**src/rtl/security_fsm.sv**
```systemverilog
// security_fsm: car anti-theft sequencer.
// Watches the ignition and door switches, drives the siren and the status LED,
// and starts the 1 Hz interval timer with an interval code. Every output is
// registered, and all of them change together with the state register.
module security_fsm #(
    parameter int T_ARM_DELAY       = 6,
    parameter int T_DRIVER_DELAY    = 8,
    parameter int T_PASSENGER_DELAY = 15,
    parameter int T_ALARM_ON        = 10
) (
    input  logic       clock,
    input  logic       reset,
    input  logic       ignition,
    input  logic       driverDoor,
    input  logic       passengerDoor,
    input  logic       clock1Hz,
    input  logic       expired,
    output logic       startTimer,
    output logic [3:0] value,
    output logic       siren,
    output logic       statusLED
);

    // The timer interface is 4 bits wide. Larger parameters keep only their
    // low 4 bits.
    localparam logic [3:0] CODE_ARM       = 4'(T_ARM_DELAY);
    localparam logic [3:0] CODE_DRIVER    = 4'(T_DRIVER_DELAY);
    localparam logic [3:0] CODE_PASSENGER = 4'(T_PASSENGER_DELAY);
    localparam logic [3:0] CODE_ALARM     = 4'(T_ALARM_ON);

    typedef enum logic [2:0] {
        ARMED,
        TRIGGERED,
        SOUND_ALARM,
        ALARM_HOLD,
        DISARMED,
        ARM_WAIT
    } state_t;

    state_t     state, state_n;
    logic       waiting, waiting_n;
    logic       door_seen, door_seen_n;
    logic       start_n;
    logic [3:0] value_n;
    logic       siren_n;
    logic       led_n;

    logic door_open;
    logic timeout;

    assign door_open = driverDoor | passengerDoor;
    // An expiry is honoured only if this FSM started the interval that is
    // now ending. Pulses from an abandoned or pre-reset interval are dropped.
    assign timeout   = expired & waiting;

    // Next-state, timer request and next-output decode
    always_comb begin
        state_n     = state;
        start_n     = 1'b0;
        value_n     = value;
        door_seen_n = door_seen;

        unique case (state)
            ARMED: begin
                if (ignition) begin
                    state_n     = DISARMED;
                    door_seen_n = 1'b0;
                end else if (driverDoor) begin
                    // The driver door is checked first, so it wins when both
                    // doors open in the same cycle.
                    state_n = TRIGGERED;
                    start_n = 1'b1;
                    value_n = CODE_DRIVER;
                end else if (passengerDoor) begin
                    state_n = TRIGGERED;
                    start_n = 1'b1;
                    value_n = CODE_PASSENGER;
                end
            end
            TRIGGERED: begin
                // Door activity is ignored during the entry grace period.
                if (ignition) begin
                    state_n     = DISARMED;
                    door_seen_n = 1'b0;
                end else if (timeout) begin
                    state_n = SOUND_ALARM;
                end
            end
            SOUND_ALARM: begin
                // Ignition cannot silence the alarm.
                if (!door_open) begin
                    state_n = ALARM_HOLD;
                    start_n = 1'b1;
                    value_n = CODE_ALARM;
                end
            end
            ALARM_HOLD: begin
                // A door opening wins over an expiry in the same cycle.
                if (door_open) begin
                    state_n = SOUND_ALARM;
                end else if (timeout) begin
                    state_n = ARMED;
                end
            end
            DISARMED: begin
                // Re-arm sequence: ignition off, then driver door opens,
                // then driver door closes.
                if (ignition) begin
                    door_seen_n = 1'b0;
                end else if (!door_seen) begin
                    if (driverDoor) door_seen_n = 1'b1;
                end else if (!driverDoor) begin
                    state_n = ARM_WAIT;
                    start_n = 1'b1;
                    value_n = CODE_ARM;
                end
            end
            ARM_WAIT: begin
                if (ignition) begin
                    state_n     = DISARMED;
                    door_seen_n = 1'b0;
                end else if (door_open) begin
                    // The exit sequence has already started, so a closed
                    // driver door completes it again.
                    state_n     = DISARMED;
                    door_seen_n = 1'b1;
                end else if (timeout) begin
                    state_n = ARMED;
                end
            end
            default: begin
                state_n     = ARMED;
                door_seen_n = 1'b0;
            end
        endcase

        // Any new interval arms the expiry. Leaving a state without starting
        // a new interval abandons the old one.
        if (start_n)               waiting_n = 1'b1;
        else if (state_n != state) waiting_n = 1'b0;
        else                       waiting_n = waiting;

        siren_n = (state_n == SOUND_ALARM) || (state_n == ALARM_HOLD);

        unique case (state_n)
            // The LED blinks only while the car stays armed. On entry to
            // ARMED it keeps its previous level.
            ARMED:                              led_n = statusLED ^ (clock1Hz && state == ARMED);
            TRIGGERED, SOUND_ALARM, ALARM_HOLD: led_n = 1'b1;
            default:                            led_n = 1'b0;
        endcase
    end

    // State, flag and registered-output update
    always_ff @(posedge clock or posedge reset) begin
        if (reset) begin
            state      <= ARMED;
            waiting    <= 1'b0;
            door_seen  <= 1'b0;
            startTimer <= 1'b0;
            value      <= 4'd0;
            siren      <= 1'b0;
            statusLED  <= 1'b0;
        end else begin
            state      <= state_n;
            waiting    <= waiting_n;
            door_seen  <= door_seen_n;
            startTimer <= start_n;
            value      <= value_n;
            siren      <= siren_n;
            statusLED  <= led_n;
        end
    end

endmodule
```
**config.mk**
```make
export PLATFORM = sky130hd
export DESIGN_NAME = security_fsm
export DESIGN_NICKNAME = d
export VERILOG_FILES = /design/src/rtl/security_fsm.sv
export SDC_FILE = /design/constraint.sdc
export NUM_CORES = 1
export LEC_CHECK = 0
export CORE_ASPECT_RATIO = 1.4
export CORE_MARGIN = 1.5
export CORE_UTILIZATION = 40
export CTS_CLUSTER_SIZE = 8
export DETAILED_ROUTE_END_ITERATION = 16
export GPL_ROUTABILITY_DRIVEN = 0
export PLACE_DENSITY = 0.75
export SLEW_MARGIN = 5
export SYNTH_ARGS = -nofsm -noshare
export SYNTH_HDL_FRONTEND = slang
export SYNTH_SLANG_ARGS = --single-unit
```
**constraint.sdc**
```tcl
create_clock -name clock -period 1.7 [get_ports clock]
set_input_delay 0.255 -clock clock [delete_from_list [all_inputs] [get_ports clock]]
set_output_delay 0.255 -clock clock [all_outputs]
set_load 0.05 [all_outputs]
```
==> results.sh <==
export IMPL_grt_setup_unrepaired="true"
export IMPL_start_util_pct=42.06
export IMPL_required_ns=1.85
export IMPL_port_buffers=13
export IMPL_cts_buffer_depth=2
export IMPL_coreArea_sq_um=1734
export IMPL_ant_nets=0
export IMPL_worstMarginPinSlew_ns=0.4345
export IMPL_drc=0
export IMPL_min_path_type="in -> async"
export IMPL_ys_seq_area_share_pct=41.17
export IMPL_cts_buffers=3
export IMPL_slew_headroom_pct=71.00
export IMPL_finalHoldViolations=0
export IMPL_diodes=0
export IMPL_die_x_microns=39.09
export IMPL_antenna_found_initial=0
export IMPL_reg2reg_to="statusLED$_DFF_PP0_"
export IMPL_io_pins=14
export IMPL_synth_edf_count=0
export IMPL_syn_nets=81
export IMPL_critPathKind="reg -> reg"
export IMPL_layout_drive_gt1_share_pct=33.67
export IMPL_finalPower_mw=0.7102
export IMPL_synth_area_leaders="dfrtp_1, mux2_4, nand2_1, nor2_1, o31ai_4"
export IMPL_synth_top_area_share_pct=41.17
export IMPL_grt_max_degree=16
export IMPL_rrSetupSlack_ns=0.06
export IMPL_syn_inst=74
export IMPL_ir_worst_vdd_uv=452.4
export IMPL_clock_sinks=12
export IMPL_multi_input_area_sq_um=376.6
export IMPL_viasPerCell=5.169
export IMPL_timing_fmax_mhz=608.4
export IMPL_synthArstFlopShare_pct=100.0
export IMPL_cp_end_kind="flip-flop"
export IMPL_cts_tree="done"
export IMPL_avgSynthCellArea_sq_um=9.857
export IMPL_vias=610
export IMPL_drt_pass1_iterations=4
export IMPL_yosys_area_top_type="dfrtp_1"
export IMPL_cts_clk_slew_worst_paths_ns=0.07
export IMPL_leakage_nw=0.4686
export IMPL_ys_flop_type="dfrtp_1"
export IMPL_r2r_cells=5
export IMPL_clk_latency_ns=0.26
export IMPL_die_area_sq_um=2092
export IMPL_final_util_pct=55.63
export IMPL_finalCritPeriodShare_pct=96.68
export IMPL_post_drt_wl_per_cell_microns=13.03
export IMPL_nFillCells=157
export IMPL_syn_area_sq_um=729.5
export IMPL_yosysMostFrequentCell="dfrtp_1"
export IMPL_rr_startpoint="state[2]$_DFF_PP0_"
export IMPL_start_kind="flip-flop"
export IMPL_outcome="finished clean"
export IMPL_max_cap_violations=0
export IMPL_cp_arrival_ns=1.80
export IMPL_ctsHoldBuffers=0
export IMPL_ys_ff_latch=12
export IMPL_die_y_microns=53.53
export IMPL_finalNetCount=106
export IMPL_synthTopCellsByCount="dfrtp_1, nand2_1, nor2_1, inv_1, o21ai_0"
export IMPL_drv_slew=0
export IMPL_ys_types=34
export IMPL_cp_max_fo=6
export IMPL_rows=18
export IMPL_cts_root_buf="clkbuf_4"
export IMPL_grt_pass1_wl_microns=2518
export IMPL_grt_pass1_vias=597
export IMPL_htree_levels=1
export IMPL_synth_warnings=0
export IMPL_grt_usage_pct=17.64
export IMPL_min_period_ns=1.644
export IMPL_place_hpwl_microns=1133
export IMPL_seq_area_sq_um=300.3
export IMPL_area_delta_synth_final_pct=32.25
export IMPL_grt_overflow=0
export IMPL_final_setup_viol_count=0
export IMPL_drt_wl_total_microns=1538
export IMPL_power_density_nw_per_um2=736.2
export IMPL_fin_skew_ns=0.002075
export IMPL_drt_iter0_markers=13
-- power by group --
group          total, mW  switching (mW)  internal, mW  leakage [nW]
logic              0.165          0.0880        0.0768         0.300
clock network      0.221          0.0907         0.130        0.0210
registers          0.325          0.0190         0.306         0.147
-- how the worst max path moves through the flow --
stage	depth (start not counted)	endpoint	from	slack [ns]
2_1_floorplan	4	statusLED$_DFF_PP0_	statusLED$_DFF_PP0_	0.05
3_3_place_gp	5	statusLED$_DFF_PP0_	clock1Hz	-0.17
3_5_place_dp	5	statusLED$_DFF_PP0_	clock1Hz	-0.17
4_1_cts	4	value[2]$_DFFE_PP0P_	state[2]$_DFF_PP0_	0.08
5_1_grt	5	statusLED$_DFF_PP0_	state[2]$_DFF_PP0_	-0.003
6_report	5	statusLED$_DFF_PP0_	state[2]$_DFF_PP0_	0.06
-- per-stage QoR --
step / hold WS [ns] / setup TNS, ns / instances / setup WS, ns / area, sq um
finish: 0.2823 / 0 / 118 / 0.05647 / 964.7
global route: 0.3063 / -0.004652 / 118 / -0.003266 / 964.7
detailed placement: 0.4992 / -0.9127 / 112 / -0.1680 / 908.4
CTS: 0.2889 / 0 / 116 / 0.07779 / 944.7
floorplan: 0.1197 / 0 / 74 / 0.05297 / 729.5
global placement: 0.5041 / -0.7339 / 112 / -0.1683 / 908.4
-- layer usage --
metal	part of all wire, %	vias to the layer above	track usage (%)
met5	0	-	0
met2	54	8	29.72
li1	-	308	-
met1	41	290	20.80
met3	2.1	4	1.681
met4	2.3	0	10.92
-- registers in the layout (all words and copies together), names as in the netlist --
| register | cells |
|---|---|
| startTimer | 1 |
| door_seen | 1 |
| siren | 1 |
| state | 3 |
| value | 4 |
| waiting | 1 |
| statusLED | 1 |
-- worst max-delay path, stage by stage (launching register included) --
cell	delay, ns
dfrtp_1	0.42
and2b_1	0.22
a32oi_2	0.25
o31ai_4	0.15
buf_4	0.16
o32a_1	0.33
-- repair_timing --
action,CTS,global route
buffers inserted,0,2
endpoints found under the setup margin,0,3
gates resized for setup,0,2
-- cells by family (layout without fill, tap and decap cells) --
| logic type | Yosys count | in the layout | synth area share, % |
|---|---|---|---|
| AO/OA/AOI/OAI | 20 | 20 | 22.47 |
| XOR/XNOR | 1 | 1 | 1.201 |
| buffers and inverters | 10 | 34 | 7.204 |
| multiplexers | 5 | 5 | 9.090 |
| AND/OR/NAND/NOR | 26 | 26 | 18.87 |
| flip-flops | 12 | 12 | 41.17 |
-- final cells by class --
type / instances / area share, %
clock buffers: 4 / 3.761
inverters: 5 / 1.946
multi-input cells: 52 / 39.04
flip-flops and latches: 12 / 31.13
well taps: 20 / 2.594
repair buffers: 25 / 21.53
-- cells in the final DEF (no fill, tap or decap), drive strengths merged, types with 3 or more instances in the layout --
master,n
clkdlybuf4s50,4
nor2,7
nand2,7
o21ai,4
a21oi,3
mux2,4
inv,5
dfrtp,12
buf,19
clkbuf,4
nand3,3
Power figures use the tool's default switching activity.
